### src/rtl/cam_pingpong_ctrl.sv
// ============================================================================
// cam_pingpong_ctrl : ping-pong frame buffer controller for camera capture
//                     and display, swapping banks only on complete frames.
// Revision: 1.0
// ============================================================================
`default_nettype none

module cam_pingpong_ctrl #(
  parameter int ADDR_W       = 17,
  parameter int PIX_W        = 24,
  parameter int FRAME_PIXELS = 76800,
  parameter int CNT_W        = 16
) (
  input  logic              clk,
  input  logic              rst,
  input  logic [1:0]        mode_sel,
  input  logic              cam_vsync,
  input  logic              vga_vsync,
  input  logic              cap_we,
  input  logic [ADDR_W-1:0] cap_addr,
  input  logic [PIX_W-1:0]  cap_data,
  input  logic              proc_we,
  input  logic [ADDR_W-1:0] proc_addr,
  input  logic [PIX_W-1:0]  proc_data,
  input  logic [ADDR_W-1:0] rd_addr_in,
  output logic              buf_we,
  output logic [ADDR_W:0]   buf_wr_addr,
  output logic [PIX_W-1:0]  buf_wr_data,
  output logic [ADDR_W:0]   buf_rd_addr,
  output logic [1:0]        mode_active,
  output logic [CNT_W-1:0]  frame_count,
  output logic              frame_drop,
  output logic              err_addr
);

  localparam logic [ADDR_W:0] c_frame_pix = (ADDR_W+1)'(FRAME_PIXELS);
  localparam logic [1:0]      c_mode_norm = 2'd0;
  localparam logic [1:0]      c_mode_proc = 2'd1;
  localparam logic [1:0]      c_mode_frz  = 2'd2;

  typedef enum logic [1:0] {SYNC, CAPTURE, WAIT_SWAP, FROZEN} state_t;

  state_t             r_state;
  logic               r_cam_vs, r_vga_vs;
  logic               r_wr_bank, r_rd_bank;
  logic [1:0]         r_mode;
  logic [ADDR_W:0]    r_pix_cnt;
  logic [CNT_W-1:0]   r_frame_count;
  logic               r_frame_drop, r_err_addr;
  logic               r_buf_we;
  logic [ADDR_W:0]    r_buf_wr_addr, r_buf_rd_addr;
  logic [PIX_W-1:0]   r_buf_wr_data;

  logic               w_cam_rise, w_vga_rise;
  logic [1:0]         w_mode_new;
  logic               w_src_we, w_in_range, w_accept;
  logic [ADDR_W-1:0]  w_src_addr;
  logic [PIX_W-1:0]   w_src_data;

  assign w_cam_rise = cam_vsync & ~r_cam_vs;
  assign w_vga_rise = vga_vsync & ~r_vga_vs;
  assign w_mode_new = (mode_sel == 2'd3) ? c_mode_norm : mode_sel;

  always_comb begin
    w_src_we   = 1'b0;
    w_src_addr = '0;
    w_src_data = '0;
    case (r_mode)
      c_mode_norm: begin
        w_src_we   = cap_we;
        w_src_addr = cap_addr;
        w_src_data = cap_data;
      end
      c_mode_proc: begin
        w_src_we   = proc_we;
        w_src_addr = proc_addr;
        w_src_data = proc_data;
      end
      default: ;
    endcase
  end

  assign w_in_range = {1'b0, w_src_addr} < c_frame_pix;
  assign w_accept   = (r_state == CAPTURE) && w_src_we && w_in_range;

  // Write/read datapath, pixel counter and error flag
  always_ff @(posedge clk or posedge rst) begin
    if (rst) begin
      r_cam_vs      <= 1'b0;
      r_vga_vs      <= 1'b0;
      r_pix_cnt     <= '0;
      r_err_addr    <= 1'b0;
      r_buf_we      <= 1'b0;
      r_buf_wr_addr <= '0;
      r_buf_wr_data <= '0;
      r_buf_rd_addr <= '0;
    end else begin
      r_cam_vs      <= cam_vsync;
      r_vga_vs      <= vga_vsync;
      r_buf_we      <= w_accept;
      r_buf_rd_addr <= {r_rd_bank, rd_addr_in};
      if (w_accept) begin
        r_buf_wr_addr <= {r_wr_bank, w_src_addr};
        r_buf_wr_data <= w_src_data;
      end
      if (w_src_we && !w_in_range)
        r_err_addr <= 1'b1;
      if (w_cam_rise)
        r_pix_cnt <= '0;
      else if (w_accept && r_pix_cnt != c_frame_pix)
        r_pix_cnt <= r_pix_cnt + (ADDR_W+1)'(1);
    end
  end

  // Frame-level FSM: a freeze request at a camera vsync overrides everything
  always_ff @(posedge clk or posedge rst) begin
    if (rst) begin
      r_state       <= SYNC;
      r_wr_bank     <= 1'b1;
      r_rd_bank     <= 1'b0;
      r_mode        <= c_mode_norm;
      r_frame_count <= '0;
      r_frame_drop  <= 1'b0;
    end else begin
      r_frame_drop <= 1'b0;
      if (w_cam_rise)
        r_mode <= w_mode_new;
      if (w_cam_rise && w_mode_new == c_mode_frz) begin
        r_state <= FROZEN;
      end else begin
        case (r_state)
          SYNC: begin
            if (w_cam_rise)
              r_state <= CAPTURE;
          end
          CAPTURE: begin
            if (w_cam_rise) begin
              if (r_pix_cnt == c_frame_pix)
                r_state <= WAIT_SWAP;
              else
                r_frame_drop <= 1'b1;
            end
          end
          WAIT_SWAP: begin
            if (w_vga_rise) begin
              r_rd_bank     <= r_wr_bank;
              r_wr_bank     <= ~r_wr_bank;
              r_frame_count <= r_frame_count + CNT_W'(1);
              r_state       <= w_cam_rise ? CAPTURE : SYNC;
            end else if (w_cam_rise) begin
              r_frame_drop <= 1'b1;
            end
          end
          FROZEN: begin
            if (w_cam_rise)
              r_state <= CAPTURE;
          end
          default: r_state <= SYNC;
        endcase
      end
    end
  end

  assign buf_we      = r_buf_we;
  assign buf_wr_addr = r_buf_wr_addr;
  assign buf_wr_data = r_buf_wr_data;
  assign buf_rd_addr = r_buf_rd_addr;
  assign mode_active = r_mode;
  assign frame_count = r_frame_count;
  assign frame_drop  = r_frame_drop;
  assign err_addr    = r_err_addr;

endmodule

`default_nettype wire
### config.mk
export PLATFORM = sky130hd
export DESIGN_NAME = cam_pingpong_ctrl
export DESIGN_NICKNAME = d
export VERILOG_FILES = /design/src/rtl/cam_pingpong_ctrl.sv
export SDC_FILE = /design/constraint.sdc
export NUM_CORES = 1
export LEC_CHECK = 0
export CORE_MARGIN = 2
export CORE_UTILIZATION = 30
export CTS_CLUSTER_SIZE = 24
export DETAILED_ROUTE_END_ITERATION = 10
export GPL_TIMING_DRIVEN = 0
export PLACE_DENSITY = 0.68
export SLEW_MARGIN = 5
export SYNTH_ARGS = -nofsm -noshare
export SYNTH_HDL_FRONTEND = slang
export SYNTH_SLANG_ARGS = --single-unit
### constraint.sdc
create_clock -name clk -period 9.4 [get_ports clk]
set_input_delay 1.41 -clock clk [delete_from_list [all_inputs] [get_ports clk]]
set_output_delay 1.41 -clock clk [all_outputs]
set_load 0.1 [all_outputs]
==> results.yml <==
min_path:
  holdPathStages: 0
  min-delay-start: "r_rd_bank"
  min_to: "buf_rd_addr[17]"
  hold_path_class: "reg2reg"
timing:
  post-route-period-util_pct: 36.46
  setup_tns_ns: 0
  min_period_ns: 3.427
  rsz0062_at_grt: "no"
  slew_headroom_pct: 30.59
  skew_ns: 0.009370
  hold_viol: 0
  worstMarginPinSlew_ns: 1.038
  finalSetupViolCount: 0
  setup_slack_ns: 5.973
  finalMaxSlewViolations: 0
  max_freq_mhz: 291.8
synthesis:
  netlist_area_um2: 4781
  yosysTopAreaCellShare_pct: 54.44
  yosysMostFrequentCell: "dfrtp_1"
  synth_commonest_cells: "dfrtp_1 (104), nand2_1 (59), o31ai_1 (44), mux2i_1 (40), clkbuf_1 (16)"
  synth_cell_types: 51
  synth_edf_count: 0
  synthTopCellsByArea: "dfrtp_1 (54%), mux2i_1 (8.4%), o31ai_1 (6.9%), nand2_1 (4.6%), xnor2_1 (2.0%)"
  ys.flop_type: "dfrtp_1"
  ys_warn_count: 0
  ys_seq_area_share_pct: 54.99
  yosys.area.top_type: "dfrtp_1"
  yosys_register_bits: 105
  postSynthAreaPerCell_um2: 10.99
  synth_cells: 435
  synth_fp_nets: 547
  async_flop_share_pct: 100.0
detailed_routing:
  vias_per_cell: 4.896
  num_vias: 4186
  antenna_left: 0
  drtIter0Drc: 214
  first_pass_iters: 4
  drc: 0
  drt-total-wl_mm: 13.52
  routedWlPerCell_um: 15.81
grt:
  first_global_vias: 4083
  antenna_found_initial: 0
  groute.usage.overall_pct: 15.54
  grt_overflow_total: 0
  grt_max_degree: 69
  grt_first_pass_wirelength_mm: 20.82
final_layout:
  drive_gt1_share_pct: 5.947
  n_fill_cell: 1467
  area_delta_synth_final_pct: 52.21
  diodes: 0
  fin_util_pct: 46.31
  nNetsFinal: 746
  seq_area_um2: 2629
  postLayoutCellArea_um2: 7277
  multi_input_area_um2: 1972
clock_network:
  hold_buffers: 0
  postCtsSetupBuffers: 0
  cts_root_buf: "clkbuf_16"
  clk_pin_slew_worst_paths_ns: 0.08
  htreeDepth: 3
  cts_sinks: 105
  postCtsResizedCells: 0
  cts.path.max_buffers: 2
  cts_tree: "done"
  cts_buffers: 9
  worst_skew_pair.late_latency_ns: 0.34
floorplan:
  die_h_um: 130.2
  core_um2: 15710
  die-area_um2: 16960
  die_w_um: 130.2
  core.rowCount: 46
  initial_core_util_pct: 30.43
  ios: 188
worst_setup_path:
  cp_slowest_stage_delay_ns: 1.18
  crit_buf_inv: 1
  worst_ep_arrival_time_ns: 2.02
  cpMaxStageDelayCell: "clkdlybuf4s50_1"
  startpoint_type: "register"
  rr_endpoint: "buf_wr_addr[7]"
  end_kind: "output port"
  r2r_start: "mode_active[0]"
  critPathMaxFanout: 5
  timing_worst_setup_path_type: "reg2out"
  required_ns: 7.99
  cp_cell_sequence: "clkdlybuf4s50_1"
  cp.depth: 1
  rrSetupSlack_ns: 6.97
  r2r_cells: 6
  path_delay_family: "buffers and inverters"
place:
  pre_cts_slack_ns: 5.700
  gp_congestion: 0.9099
  dp_hpwl_mm: 10.26
  port_buffers: 187
  dpl-instance-area_um2: 6953
pwr:
  vdd_ir_drop_max_mv: 0.2164
  p_per_area_nw_per_um2: 319.1
  finalPower_mw: 2.322
  p_leak_nw: 2.947
flow_run:
  drv_cap: 0
status:
  status: "finished clean"
==> layer usage <==
metal / share of wire (%) / track usage [%] / vias to the layer above
met5: 0 / 0 / -
met4: 1.3 / 4.744 / 0
met3: 8.1 / 3.690 / 16
met2: 50 / 27.32 / 166
met1: 41 / 18.91 / 2023
li1: - / - / 1981
==> sequential cells by signal (all words and copies together) (netlist names) <==
signal and count:
r_vga_vs 1, buf_wr_data 24, buf_wr_addr 18, mode_active 2
buf_rd_addr 18, r_rd_bank 1, r_state 2, frame_count 16
r_cam_vs 1, frame_drop 1, buf_we 1, r_wr_bank 1
err_addr 1, r_pix_cnt 18
==> cells in the final DEF, fill, tap and decap left out, types with 11 or more instances in the layout <==
master / count
o31ai_1: 44
clkdlybuf4s50_1: 187
xnor2_1: 11
nor2_1: 12
dfrtp_1: 104
mux2i_1: 40
inv_1: 11
nand2_1: 59
a21oi_1: 15
clkbuf_1: 16
nand3_1: 12
==> through the flow <==
step | std cells | hold WS, ns
after floorplan | 435 | 0.3501
after global placement | 838 | 0.3593
after detailed placement | 839 | 0.3644
after CTS | 855 | 0.3824
after global routing | 855 | 0.4036
final | 855 | 0.3784
==> cells by family after synthesis <==
| family | synth area share (%) |
|---|---|
| multiplexers | 9.788 |
| AO/OA/AOI/OAI | 13.24 |
| AND/OR/NAND/NOR | 13.98 |
| XOR/XNOR | 2.931 |
| adder cells (fa/ha/maj) | 1.309 |
| flip-flops | 54.99 |
| buffers and inverters | 3.768 |
==> how the worst max path moves through the flow <==
stage,start,end,slack (ns)
floorplan,rst,buf_rd_addr[0],5.23
global placement,rst,buf_wr_data[18],3.74
detailed placement,cam_vsync,frame_count[12],5.70
CTS,mode_active[0],mode_active[0],5.96
global route,mode_active[0],mode_active[0],5.91
finish,mode_active[0],mode_active[0],5.97
==> area by class of cell <==
cell class	instances	share of cell area, %
Buffer	27	1.805
Clock buffer	10	3.284
Clock inverter	6	1.169
Inverter	13	0.7050
Multi-Input combinational cell	290	27.10
Sequential cell	105	36.12
Tap cell	216	3.714
Timing Repair Buffer	188	26.10
==> power breakdown <==
part	total [mW]	switching, mW	internal [mW]
logic	1.29	0.978	0.311
clock network	0.400	0.179	0.220
registers	0.633	0.0662	0.567
Power figures use the tool's default switching activity.
